--- config.mk ---
export PLATFORM = sky130hd
export DESIGN_NAME = lut_cfg_loader
export DESIGN_NICKNAME = d
export VERILOG_FILES = /design/src/rtl/lut_cfg_loader.sv
export SDC_FILE = /design/constraint.sdc
export NUM_CORES = 1
export LEC_CHECK = 0
export CORE_UTILIZATION = 45
export CTS_CLUSTER_SIZE = 25
export DETAILED_ROUTE_END_ITERATION = 8
export PLACE_DENSITY = 0.7
export SLEW_MARGIN = 20
export SYNTH_ARGS = -nofsm -noshare
export SYNTH_HDL_FRONTEND = slang
export SYNTH_SLANG_ARGS = --single-unit
--- constraint.sdc ---
create_clock -name cclk -period 2.55 [get_ports cclk]
set_clock_uncertainty 0.05 [all_clocks]
set_input_delay 0.51 -clock cclk [delete_from_list [all_inputs] [get_ports cclk]]
set_output_delay 0.51 -clock cclk [all_outputs]
set_load 0.01 [all_outputs]
--- src/rtl/lut_cfg_loader.sv ---
// Serial configuration loader for a fracturable LUT: shifts a frame in MSB first and commits it atomically.
// Optional build macro LUT_CFG_PARITY_EN appends a trailing even-parity bit to each frame.
module lut_cfg_loader #(
    parameter int INPUTS    = 4,
    parameter int MEM_SIZE  = 2**INPUTS,
    parameter int CFG_WIDTH = 2*MEM_SIZE+1
) (
    input  logic                 cclk,
    input  logic                 rst_n,
    input  logic                 start,
    input  logic                 cfg_bit,
    input  logic                 cfg_valid,
    input  logic                 cfg_last,
    output logic                 cfg_ready,
    output logic [CFG_WIDTH-1:0] config_out,
    output logic                 cen_out,
    output logic                 done,
    output logic                 err
);

    localparam int CNT_W = $clog2(CFG_WIDTH+2);
`ifdef LUT_CFG_PARITY_EN
    localparam int FRAME_LEN = CFG_WIDTH + 1;
`else
    localparam int FRAME_LEN = CFG_WIDTH;
`endif
    localparam logic [CNT_W-1:0] FRAME_CNT = CNT_W'(FRAME_LEN);
    localparam logic [CNT_W-1:0] CNT_MAX   = '1;

    typedef enum logic [2:0] {
        IDLE,
        SHIFT,
        CHECK,
        COMMIT,
        ERR
    } state_t;

    state_t                 state;
    state_t                 next_state;
    logic [CNT_W-1:0]       bit_cnt;
    logic [CNT_W-1:0]       cnt_inc;
    logic [CFG_WIDTH-1:0]   shift_reg;
    logic                   accept;
    logic                   begin_frame;
    logic                   frame_ok;
    logic                   load_cfg;
`ifdef LUT_CFG_PARITY_EN
    localparam logic [CNT_W-1:0] DATA_CNT = CNT_W'(CFG_WIDTH);
    logic                   par_acc;
`endif

    always_ff @(posedge cclk) begin
        if (!rst_n) begin
            state <= IDLE;
        end else begin
            state <= next_state;
        end
    end

    // Counter saturates instead of wrapping so a runaway frame can never alias a legal length.
    always_comb begin
        cnt_inc = (bit_cnt == CNT_MAX) ? bit_cnt : bit_cnt + CNT_W'(1);
`ifdef LUT_CFG_PARITY_EN
        frame_ok = (bit_cnt == FRAME_CNT) && !par_acc;
`else
        frame_ok = (bit_cnt == FRAME_CNT);
`endif
    end

    always_comb begin
        next_state  = state;
        cfg_ready   = 1'b0;
        cen_out     = 1'b0;
        accept      = 1'b0;
        begin_frame = 1'b0;
        load_cfg    = 1'b0;
        case (state)
            IDLE: begin
                if (start) begin
                    begin_frame = 1'b1;
                    next_state  = SHIFT;
                end
            end
            SHIFT: begin
                cfg_ready = 1'b1;
                accept    = cfg_valid;
                if (accept) begin
                    if (cfg_last) begin
                        next_state = CHECK;
                    end else if (cnt_inc == FRAME_CNT) begin
                        next_state = ERR;
                    end
                end
            end
            CHECK: begin
                if (frame_ok) begin
                    load_cfg   = 1'b1;
                    next_state = COMMIT;
                end else begin
                    next_state = ERR;
                end
            end
            COMMIT: begin
                cen_out    = 1'b1;
                next_state = IDLE;
            end
            ERR: begin
                if (start) begin
                    begin_frame = 1'b1;
                    next_state  = SHIFT;
                end
            end
            default: begin
                next_state = IDLE;
            end
        endcase
    end

    // config_out is only ever written from a fully checked frame, so the LUT never sees partial data.
    always_ff @(posedge cclk) begin
        if (!rst_n) begin
            bit_cnt    <= '0;
            shift_reg  <= '0;
            config_out <= '0;
            done       <= 1'b0;
            err        <= 1'b0;
`ifdef LUT_CFG_PARITY_EN
            par_acc    <= 1'b0;
`endif
        end else begin
            if (begin_frame) begin
                bit_cnt   <= '0;
                shift_reg <= '0;
                done      <= 1'b0;
                err       <= 1'b0;
`ifdef LUT_CFG_PARITY_EN
                par_acc   <= 1'b0;
`endif
            end
            if (accept) begin
                bit_cnt <= cnt_inc;
`ifdef LUT_CFG_PARITY_EN
                par_acc <= par_acc ^ cfg_bit;
                if (bit_cnt < DATA_CNT) begin
                    shift_reg <= {shift_reg[CFG_WIDTH-2:0], cfg_bit};
                end
`else
                shift_reg <= {shift_reg[CFG_WIDTH-2:0], cfg_bit};
`endif
            end
            if (load_cfg) begin
                config_out <= shift_reg;
            end
            if (state == COMMIT) begin
                done <= 1'b1;
            end
            if ((next_state == ERR) && (state != ERR)) begin
                err <= 1'b1;
            end
        end
    end

endmodule
# After elaboration in Yosys (flattened, before gate mapping)
# Cells that the tools add are included.
[totals]
regBits = 77
input_bits = 6
output_inout_bits = 37
wordCells = 43
[op_classes]
add_sub_neg = 1
eq_ne = 9
mux = 21
n_reduce_logical = 6
[op_table]
columns = ["operator", "n"]
rows = [
  ["33-bit two-way mux", 2],
  ["6-bit == test, second input constant", 3],
  ["6-bit two-way mux", 3],
  ["3-bit two-way mux", 5],
  ["1-bit two-way mux", 10],
  ["3-bit case mux with 3 select lines", 1],
  ["6-bit by 1-bit adder with 6-bit output, second input constant", 1],
  ["3-bit by 2-bit == test with 1-bit output, second input constant", 2],
  ["3-bit == test, second input constant", 2],
  ["2-bit nonzero test", 3],
  ["3-bit by 1-bit == test with 1-bit output, second input constant", 1],
  ["3-bit zero test", 1],
  ["3-bit inequality test, second input constant", 1],
  ["2-bit OR reduction", 1],
  ["1-bit logical AND", 1],
]

# Longest topological paths before layout
[depth]
depth_word = 10
mapped_depth = 7
mapped_depth_nobuf = 6

# Worst setup path before layout
# No wires, ideal clock.
[synth_path]
path_type = "input to register"
start = "input start"
end = "register shift_reg[10]"
setup_time_ns = 0.132
arrival_time_ns = 1.404
required_time_ns = 2.368
slack_ns = 0.963
stages = 5
path_buffers = 2
path_cell_list = "or3b_2 buf_2 buf_2 nand3_1 a21oi_1"
[synth_between]
elab_chain_len = 3
[synth_rtl]
columns = ["element", "line", "rtl"]
rows = [
  ["from (decl)", "10", "input logic start,"],
  ["1-bit two-way mux", "79, 108", ""],
  ["1-bit two-way mux", "-", ""],
  ["2-bit nonzero test (no line)", "-", ""],
  ["to (signal assigned)", "148", "shift_reg <= {shift_reg[CFG_WIDTH-2:0], cfg_bit};"],
  ["to (decl)", "42", "logic [CFG_WIDTH-1:0] shift_reg;"],
]
# Every way passes these cells.
# A chain may end at the register's enable or synchronous reset.

# Final worst setup path
[layout_path]
start = "register state[1]"
end = "output cen_out"
[layout_between]
elab_chain_len = 2
[layout_rtl]
columns = ["element", "line", "rtl"]
rows = [
  ["from (decl)", "38", "state_t state;"],
  ["from (signal assigned)", "56", "state <= next_state;"],
  ["3-bit by 2-bit == test with 1-bit output", "77", "case (state)"],
  ["1-bit two-way mux", "77", ""],
  ["to (decl)", "16", "output logic cen_out,"],
]
# Every way passes these cells.

==> flow_summary.yaml <==
drt:
  ant_nets: 0
  wirelength_mm: 6.15
  viasPerCell: 5.32
  avgRoutedWirePerCell_um: 12.5
  dr.first_iter.drc_count: 146
  firstDrtPassIters: 6
  drc_errors: 8
  vias: 2609
clock_network:
  clk_latency_ns: 0.34
  cts.clk_slew.worst_paths_ns: 0.08
  numCtsBuffers: 9
  htreeDepth: 3
  cts_sinks: 77
  cts_tree: "yes"
  cts_root_buffer: "clkbuf_8"
  cts_hold_buffers: 0
  cts_buffer_depth: 2
  postCtsSetupBuffers: 0
  cts_resized: 0
global_routing:
  globalRouteOverflowTotal: 0
  antenna_found_initial: 0
  grt_use_total_pct: 18.8
  grt_pass1_vias: 2416
  grt_pass1_wl_mm: 10.8
  grt_max_degree: 55
cells_and_area:
  fillers: 591
  multi_input_area_sq_um: 1310
  antenna_cells: 0
  fin_util_pct: 57.6
  final_common_cell: "nand2_1"
  drive_gt1_share_pct: 7.75
  seqCellArea_sq_um: 1540
  syn_to_final_growth_pct: 22.0
  layout.nets: 416
  most-common-layout-cells: "nand2_1 (106), dfxtp_1 (77), a21oi_1 (76)"
power_and_ir_drop:
  leakagePower_uw: 0.00120
  powerDensity_nw_per_um2: 645
  ir_drop_v: 0.000260
synthesis:
  synth-main-ff-cell: "dfxtp_1"
  synth_area_per_cell_sq_um: 8.04
  synthDistinctLibCells: 42
  yosys-top-cells-area: "dfxtp_1 (51%), nand2_1 (13%), a21oi_1 (13%), nand3_1 (5.9%), buf_2 (1.7%)"
  synth_area_sq_um: 3030
  yosysWarnings: 0
  synth-edff-count: 0
  async_reset_ff_share_pct: 0
  synth-seq-cells: 77
  yosysSeqAreaShare_pct: 50.8
  syn_inst: 377
  yosysTopAreaCell: "dfxtp_1"
  yosys.area.top_type_share_pct: 50.8
  syn_nets: 385
setup_path:
  rr_endpoint: "shift_reg[9]"
  worstPathMaxFanout: 10
  critPathArrivalTime_ns: 1.62
  cp-end-kind: "output port"
  crit_start: "state[1]"
  cp.required_ns: 1.99
  critPathKind: "flip-flop to output port"
  regToRegSetupSlack_ns: 0.72
  ff2ff_path_depth: 6
  start_kind: "flip-flop"
  rr_startpoint: "state[0]"
worst_hold_path:
  hold_end: "config_out[9]"
  holdCritPathClass: "flip-flop to flip-flop"
  holdPathStages: 2
  hold_start: "config_out[9]"
floorplanning:
  die-area_sq_um: 7070
  initial_utilization_pct: 47.2
  die_h_um: 84.1
  core_area_sq_um: 6420
  rows: 29
  die_w_um: 84.1
  ios: 43
sta:
  rsz0062_at_grt: "no"
  finalHoldViolCount: 0
  setup_tns_ns: 0
  finalMaxSlewViolations: 0
  fmax_mhz: 458
  worst_pin_slew_ns: 0.387
  slew_headroom_pct: 73.8
  setup_viol: 0
  period_share_pct: 85.6
  finalCriticalPeriod_ns: 2.18
place:
  gp_congestion: 0.881
  hpwl_mm: 3.94
  portBuffers: 42
status:
  outcome: "finished with violations"
  violations: "design-rule violations"
flow_run:
  drv_cap: 0
## worst max path at each step
stage / endpoint / depth (start not counted)
after floorplan: shift_reg[10] / 5
after global placement: bit_cnt[2] / 6
after detailed placement: bit_cnt[2] / 6
after CTS: cfg_ready / 2
after global routing: cen_out / 2
final: cen_out / 2
## worst max-delay path: stages, from the launching register on
cell and delay, ns:
dfxtp_1 0.51, and3b_1 0.23, clkdlybuf4s50_1 0.54
## power breakdown
part           internal [uW]  switching, uW  total, uW  leakage [uW]
sequential              1210           8.33       1210      0.000620
combinational           41.4           82.7        124      0.000467
clock                    606            443       1050      0.000116
total                   1850            534       2390       0.00120
## through the flow
stage	hold slack [ns]	worst slack [ns]	total power (uW)	cell area, sq um	instances
after floorplan	0.387	0.963	1330	3030	377
after global placement	0.388	0.331	1370	3470	474
after detailed placement	0.394	0.313	1370	3470	474
after CTS	0.404	0.341	2410	3700	490
after global routing	0.428	0.271	2470	3700	490
final	0.400	0.368	2390	3700	490
## Yosys cell counts, types with 2 or more instances
cell	count
nand2_1	106
buf_2	10
clkbuf_1	13
o21ai_0	5
nand3b_1	2
o21a_1	2
a21oi_1	76
and2_1	3
buf_6	4
ha_1	2
nor2b_1	2
buf_4	2
nand3_1	36
buf_1	3
dfxtp_1	77
nor2_1	8
## routing by layer
layer / vias to the layer above / global-route usage (%) / wire (um)
met5: - / 0 / 0
met4: 0 / 9.25 / 92
met3: 9 / 3.17 / 152
met2: 41 / 30.8 / 2910
met1: 1219 / 24.0 / 3000
li1: 1340 / - / -
## cell families (layout without fill, tap and decap cells)
family / count (synthesis) / after routing / synth area share, %
buffers and inverters: 34 / 70 / 5.86
DFF: 77 / 77 / 50.8
AOI/OAI and AO/OA: 94 / 94 / 17.2
adders and majority gates: 2 / 2 / 0.825
xor gates and xnor gates: 1 / 1 / 0.289
and+or+nand+nor: 169 / 169 / 25.0
## final cells by class
type                       instances  share of cell area, %
clock buffer                      11                   4.09
sequential                        77                   41.7
tap                               77                   2.60
timing repair buffer              52                   13.7
multi-input combinational        266                   35.5
inverter                           2                  0.203
clock inverter                     5                   2.20
Power figures use the tool's default switching activity.
